===== config.mk =====
export PLATFORM = sky130hd
export DESIGN_NAME = isa_result_monitor
export DESIGN_NICKNAME = d
export VERILOG_FILES = /design/src/rtl/isa_mon_pkg.sv /design/src/rtl/isa_mon_channel.sv /design/src/rtl/isa_result_monitor.sv
export SDC_FILE = /design/constraint.sdc
export NUM_CORES = 1
export LEC_CHECK = 0
export CELL_PAD_IN_SITES_DETAIL_PLACEMENT = 1
export CELL_PAD_IN_SITES_GLOBAL_PLACEMENT = 1
export CORE_UTILIZATION = 33
export CTS_BUF_LIST = sky130_fd_sc_hd__clkbuf_8
export DETAILED_ROUTE_END_ITERATION = 10
export PLACE_DENSITY = 0.9
export SLEW_MARGIN = 40
export SYNTH_ARGS = -nofsm -noshare
export SYNTH_HDL_FRONTEND = slang
export SYNTH_SLANG_ARGS = --single-unit

===== constraint.sdc =====
create_clock -name clk -period 2.55 [get_ports clk]
set_input_delay 0.3825 -clock clk [delete_from_list [all_inputs] [get_ports clk]]
set_output_delay 0.3825 -clock clk [all_outputs]
set_load 0.03 [all_outputs]

===== src/rtl/isa_mon_pkg.sv =====
// rtl/isa_mon_pkg.sv - shared status encoding, tohost address and field widths for isa_result_monitor
package isa_mon_pkg;

   localparam logic [11:0] TOHOST_ADDR = 12'h51e;
   localparam int          STATUS_W    = 3;
   localparam int          CODE_W      = 31;

   typedef enum logic [STATUS_W-1:0] {
      ST_IDLE    = 3'd0,
      ST_RUN     = 3'd1,
      ST_PASS    = 3'd2,
      ST_FAIL    = 3'd3,
      ST_TIMEOUT = 3'd4
   } status_e;

   function automatic logic is_terminal(input status_e s);
      return (s == ST_PASS) || (s == ST_FAIL) || (s == ST_TIMEOUT);
   endfunction

endpackage


===== src/rtl/isa_mon_channel.sv =====
// rtl/isa_mon_channel.sv - one core's tohost result FSM with fail_code and finish_cycle capture
// Optional: ISA_MON_FINISH_CYCLE_EN adds the finish_cycle register and its cycles input.
import isa_mon_pkg::*;

module isa_mon_channel #(
   parameter logic [11:0] CSR_ADDR = TOHOST_ADDR,
   parameter int          CNT_W    = 14
) (
   input  logic              clk,
   input  logic              rst,
   input  logic              start,
   input  logic              timeout_hit,
   input  logic              csr_we,
   input  logic [11:0]       csr_addr,
   input  logic [31:0]       csr_wdata,
`ifdef ISA_MON_FINISH_CYCLE_EN
   input  logic [CNT_W-1:0]  cycles,
`endif
   output status_e           status,
   output status_e           status_nxt,
   output logic [CODE_W-1:0] fail_code,
   output logic [CNT_W-1:0]  finish_cycle
);

   logic valid_wr;
   logic entering;

   // Writes with bit0 clear are ordinary tohost traffic, not a test verdict.
   assign valid_wr = csr_we && (csr_addr == CSR_ADDR) && csr_wdata[0];

   always_ff @(posedge clk or negedge rst) begin
      if (!rst) status <= ST_IDLE;
      else      status <= status_nxt;
   end

   always_comb begin
      status_nxt = status;
      if (start) begin
         status_nxt = ST_RUN;
      end else if (status == ST_RUN) begin
         if (valid_wr)
            status_nxt = (csr_wdata[31:1] == '0) ? ST_PASS : ST_FAIL;
         else if (timeout_hit)
            status_nxt = ST_TIMEOUT;
      end
   end

   assign entering = (status == ST_RUN) && !start && is_terminal(status_nxt);

   always_ff @(posedge clk or negedge rst) begin
      if (!rst)
         fail_code <= '0;
      else if (start)
         fail_code <= '0;
      else if (entering && status_nxt == ST_FAIL)
         fail_code <= csr_wdata[31:1];
   end

`ifdef ISA_MON_FINISH_CYCLE_EN
   always_ff @(posedge clk or negedge rst) begin
      if (!rst)
         finish_cycle <= '0;
      else if (start)
         finish_cycle <= '0;
      else if (entering)
         finish_cycle <= cycles;
   end
`else
   assign finish_cycle = '0;
`endif

endmodule


===== src/rtl/isa_result_monitor.sv =====
// rtl/isa_result_monitor.sv - multi-core tohost pass/fail/timeout monitor with shared cycle counter
// Optional: ISA_MON_FINISH_CYCLE_EN enables per-channel finish_cycle capture (port tied to 0 otherwise).
import isa_mon_pkg::*;

module isa_result_monitor #(
   parameter int          NUM_CH         = 1,
   parameter int          TIMEOUT_CYCLES = 10000,
   parameter logic [11:0] CSR_ADDR       = TOHOST_ADDR,
   localparam int         CNT_W          = $clog2(TIMEOUT_CYCLES + 1)
) (
   input  logic                      clk,
   input  logic                      rst,
   input  logic                      start,
   input  logic [NUM_CH-1:0]         csr_we,
   input  logic [12*NUM_CH-1:0]      csr_addr,
   input  logic [32*NUM_CH-1:0]      csr_wdata,
   output logic [STATUS_W*NUM_CH-1:0] status,
   output logic [CODE_W*NUM_CH-1:0]  fail_code,
   output logic                      done,
   output logic                      all_pass,
   output logic [CNT_W-1:0]          cycles,
   output logic [CNT_W*NUM_CH-1:0]   finish_cycle
);

   localparam logic [CNT_W-1:0] LAST = CNT_W'(TIMEOUT_CYCLES - 1);

   status_e           st     [NUM_CH];
   status_e           st_nxt [NUM_CH];
   logic [NUM_CH-1:0] run_v;
   logic [NUM_CH-1:0] term_nxt;
   logic [NUM_CH-1:0] pass_nxt;
   logic              timeout_hit;

   assign timeout_hit = (cycles == LAST);

   for (genvar g = 0; g < NUM_CH; g++) begin : g_ch
      isa_mon_channel #(
         .CSR_ADDR (CSR_ADDR),
         .CNT_W    (CNT_W)
      ) u_ch (
         .clk          (clk),
         .rst          (rst),
         .start        (start),
         .timeout_hit  (timeout_hit),
         .csr_we       (csr_we[g]),
         .csr_addr     (csr_addr[12*g +: 12]),
         .csr_wdata    (csr_wdata[32*g +: 32]),
`ifdef ISA_MON_FINISH_CYCLE_EN
         .cycles       (cycles),
`endif
         .status       (st[g]),
         .status_nxt   (st_nxt[g]),
         .fail_code    (fail_code[CODE_W*g +: CODE_W]),
         .finish_cycle (finish_cycle[CNT_W*g +: CNT_W])
      );

      assign status[STATUS_W*g +: STATUS_W] = st[g];
      assign run_v[g]    = (st[g] == ST_RUN);
      assign term_nxt[g] = is_terminal(st_nxt[g]);
      assign pass_nxt[g] = (st_nxt[g] == ST_PASS);
   end

   // Saturation at LAST is safe: every RUN channel leaves RUN on that cycle.
   always_ff @(posedge clk or negedge rst) begin
      if (!rst)
         cycles <= '0;
      else if (start)
         cycles <= '0;
      else if ((|run_v) && (cycles != LAST))
         cycles <= cycles + CNT_W'(1);
   end

   // Registered from next-state so done/all_pass line up with the final status change.
   always_ff @(posedge clk or negedge rst) begin
      if (!rst) begin
         done     <= 1'b0;
         all_pass <= 1'b0;
      end else begin
         done     <= &term_nxt;
         all_pass <= &pass_nxt;
      end
   end

endmodule


# == Yosys cells after proc, flatten, opt, wreduce, memory -nomap -nowiden ==
# Cells that the tools add are included.
# W data, S select, Z words.
# word_totals
elab_cells,34
out_inout_bits,64
regBits,50
input_bits,48
# op_classes
muxes,9
n_eq_ne,7
reduce_logical,12
addsub,1
# op_table
op,n
$mux W31,2
$logic_not A31 Y1,1
$mux W14,2
$add A14 B1 Y14 const B,1
$eq A14 B14 Y1 const B,1
$ne A14 B14 Y1 const B,1
$eq A12 B11 Y1 const B,1
$mux W3,4
$eq A3 B2 Y1 const B,2
$logic_and A1 B1 Y1,6
$reduce_bool A2 Y1,2
$eq A3 B1 Y1 const B,1
$eq A3 B3 Y1 const B,1
$logic_or A1 B1 Y1,2
$logic_not A1 Y1,1
$mux W1,1

# == Longest topological paths before layout ==
# depth
depth_word,13
ltp_mapped,7
mapped_depth_nobuf,5

# == By module ==
# A second synthesis with hierarchy kept.
# unflattened
hier_cells,262
hier_area_um2,2800.2
# by_module_without_submodules
mod,cells_per_inst,instances,seq_area_each_um2,area_each_um2
isa_mon_channel,178,1,850.8,1945.6
isa_result_monitor,84,1,400.4,854.6

# == Least setup slack after synthesis ==
# Ideal clock, no wire load.
# synth_timing
kind,register to register
start,register cycles[0]
end,register cycles[12]
t_arrival_ps,1877
setup_slack_ps,595
path_stages_with_launch,7
period_less_slack_ps,1955
setup_ps,78
path_cell_list,dfrtp_1 -> ha_1 -> and2_1 -> and4_1 -> buf_2 -> or4_1 -> a21oi_1
# synth_via
elab_chain_cells,3
word_cells_on_any_way,6
cone_classes,add/sub: 1; eq/ne: 1; mux: 2; reduce/logical: 2
# synth_rtl
element,line_no,rtl
"start, declared",isa_result_monitor.sv:21,"output logic [CNT_W-1:0] cycles,"
"start signal, assigned",isa_result_monitor.sv:70,cycles <= cycles + CNT_W'(1);
$add A14 B1 Y14 or $ne A14 B14 Y1 (tied branches),"isa_result_monitor.sv:70, isa_result_monitor.sv:69",
$mux W14 or $logic_and A1 B1 Y1 (tied branches),isa_result_monitor.sv:69,else if ((|run_v) && (cycles != LAST))
$mux W14 or $reduce_bool A2 Y1 (tied branches),--,
# Parallel ways exist; a longest one is shown, timed or not. The select of a mux whose other input is x is not followed.
# A chain may end at the register's enable or synchronous reset.

# == Worst setup path after layout ==
# layout_timing
start,register cycles[0]
end,register cycles[9]
# Same word-level chain as after synthesis.

==> flow_metrics.tcl <==
set metrics [dict create \
    status "complete, no violations" \
    cts_setup_buffers 0 \
    finalCoreUtilization_pct 47.6 \
    finalInstanceArea_um2 3930 \
    io_buffers 97 \
    area_growth_pct 39.6 \
    yosysTopAreaCell "dfrtp_1" \
    synth_top_cells_by_area "dfrtp_1 (44%), nand2b_1 (14%), mux2i_1 (11%)" \
    cp-start-kind "register" \
    place_inst 464 \
    tightest_slew_ns 0.584 \
    root_buffer "clkbuf_8" \
    routed_via_density 4.97 \
    pre_cts_ws_ns 0.228 \
    grt_antenna_before_repair 0 \
    crit_path_max_incr_delay_ns 0.50 \
    pwr-share-seq_pct 49.9 \
    drcViolationCount 0 \
    seq_area_um2 1250 \
    synth_edf_count 0 \
    period_needed_ns 2.03 \
    grt_max_degree 49 \
    ant_nets 0 \
    dieArea_um2 8910 \
    rr_worst_depth 6 \
    r2r_setup_slack_ns 0.52 \
    synth-main-ff-cell "dfrtp_1" \
    critPathMaxFanout 10 \
    first_pass_iters 4 \
    clkTransAtPathRegs_ns 0.10 \
    final-max-slew-violation-count 0 \
    p_leak_nw 1.53 \
    fillers 940 \
    clock_path_buffers 2 \
    numCtsBuffers 5 \
    rsz0062_at_grt "false" \
    synth_top_area_share_pct 44.4 \
    critPathKind "register to register" \
    fin_crit_sh_pct 79.6 \
    synth_commonest_cells "nand2b_1 (62), dfrtp_1 (50), mux2i_1 (31), buf_4 (15), a21oi_1 (14)" \
    cap_violations 0 \
    ir_worst_vdd_mv 0.208 \
    pwr-share-clk_pct 34.7 \
    syn_inst 274 \
    cts_num_sinks 50 \
    avgSynthCellArea_um2 10.3 \
    tns_ns 0 \
    hp-class "input pin to asynchronous set/reset pin" \
    relSlewSlack_pct 61.1 \
    r2r-end "cycles[9]" \
    wl_per_cell_um 15.9 \
    grt_first_pass_wirelength_mm 12.1 \
    syn_area_um2 2820 \
    ys_async_sr_fraction_pct 100 \
    power_switching_mw 0.416 \
    fmaxAchievable_ghz 0.493 \
    core_um2 8260 \
    postRouteWirelength_mm 7.49 \
    drive_gt1_share_pct 6.27 \
    post_dp_cell_area_um2 3820 \
    cts_max_level 2 \
    grt_usage_pct 17.5 \
    synth_cell_type_count 40 \
    swShare_pct 25.6 \
    gp_congestion 0.789 \
    r2r-start "cycles[0]" \
    hold_buffers 0 \
    n_antenna_cell 0 \
    p_int_mw 1.21 \
    start_util_pct 34.1 \
    crit_path_end_kind "register" \
    vias 2344 \
    critical_path.slowest_cell "or4_1" \
    place_hpwl_mm 5.67 \
    clk_latency_ns 0.31 \
    multi_input_area_um2 1390 \
    pwr-share-comb_pct 15.4 \
    first_global_vias 2410 \
    yosysMostFrequentCell "nand2b_1" \
    die_w_um 94.4 \
    required_ns 2.78 \
    p_per_area_nw_per_um2 414 \
    arrival_ns 2.26 \
    crit_chain "ha_1, and2_1, and4_1, buf_4, or4_1, a21oi_1" \
    cts_resized 0 \
    drtIter0Drc 75 \
    finalNonFillerCells 472 \
    setup_ws_ns 0.521 \
    rows 33 \
    yosysWarningCount 0 \
    fin_worst_skew_ns 0.0112 \
    setup-violations-final 0 \
    final_net_count 415 \
    grt.overflow.total 0 \
    cts_tree "built" \
    finalHoldViolCount 0 \
    num_io_pins 112 \
    synth-seq-cells 50 \
    die_y_um 94.4 \
    yosysSeqAreaShare_pct 44.4 \
]
per-layer routing:
metal / up-vias / global-route usage [%] / wire length (µm)
met3: 5 / 3.46 / 358
met2: 63 / 30.3 / 3770
met5: - / 0 / 0
li1: 1119 / - / -
met4: 0 / 2.82 / 42
met1: 1157 / 22.9 / 3320
per-stage QoR:
step / total power [mW] / hold slack (ns)
2_1_floorplan: 0.960 / 0.0869
5_1_grt: 1.69 / 0.0635
3_3_place_gp: 1.07 / 0.390
3_5_place_dp: 1.08 / 0.393
6_report: 1.63 / 0.0492
4_1_cts: 1.64 / 0.0592
cells by family (layout without fill, tap and decap cells):
| family | count (synthesis) | after routing | synth area share (%) |
|---|---|---|---|
| simple gates | 123 | 123 | 29.0 |
| flops | 50 | 50 | 44.4 |
| buf+inv | 37 | 117 | 7.91 |
| mux | 32 | 32 | 11.4 |
| compound gates | 27 | 27 | 5.73 |
| xor+xnor | 3 | 3 | 0.933 |
| fa+ha+maj | 1 | 1 | 0.444 |
| other cells | 1 | 14 | 0.133 |
critical path: cells and delay by family, from the launching register on:
family                     cells  cell delay, ns
and+or+nand+nor                3            0.95
DFF                            1            0.42
adders and majority gates      1            0.23
buffers and inverters          1            0.19
AOI/OAI and AO/OA              1            0.16
how the worst max path moves through the flow:
| stage | startpoint | to | slack [ns] | depth (start not counted) |
|---|---|---|---|---|
| after floorplan | cycles[0] | cycles[12] | 0.59 | 6 |
| after global placement | csr_wdata[28] | g_ch[0].u_ch.fail_code[20] | 0.32 | 6 |
| after global routing | cycles[0] | cycles[9] | 0.38 | 6 |
| final | cycles[0] | cycles[9] | 0.52 | 6 |
| after CTS | cycles[0] | cycles[9] | 0.52 | 6 |
| after detailed placement | csr_addr[5] | g_ch[0].u_ch.fail_code[7] | 0.23 | 6 |
cell usage in the layout, fill, tap and decap left out, drive strengths merged, types with 3 or more instances in the layout:
cell / n
o21ai: 4
conb: 14
dfrtp: 50
and2: 3
nand3: 3
nor2: 5
or4: 9
nand2b: 62
mux2i: 31
nor3: 3
a21oi: 14
clkdlybuf4s50: 95
and4: 4
buf: 10
clkbuf: 5
nand4: 9
o31ai: 7
xor2: 3
nor4: 9
inv: 4
power groups by stage:
stage | Sequential, mW | Combinational [mW] | Clock (mW)
after floorplan | 0.842 | 0.117 | 0
after global placement | 0.827 | 0.247 | 0
after detailed placement | 0.828 | 0.253 | 0
after CTS | 0.812 | 0.254 | 0.579
after global routing | 0.814 | 0.273 | 0.604
final | 0.811 | 0.251 | 0.564
state kept, by name, indices dropped and copies added (netlist names):
register	count
cycles	14
g_ch.u_ch.fail_code	31
done	1
g_ch.u_ch.status	3
all_pass	1
layout make-up:
type	instances	area share, %
clock buffer	5	1.75
clock inverter	3	1.02
inverter	4	0.382
multi-input combinational	200	35.4
sequential	50	31.8
tap	105	3.34
timing repair buffer	105	26.3
Note: power is estimated with default switching activity, not from simulation.
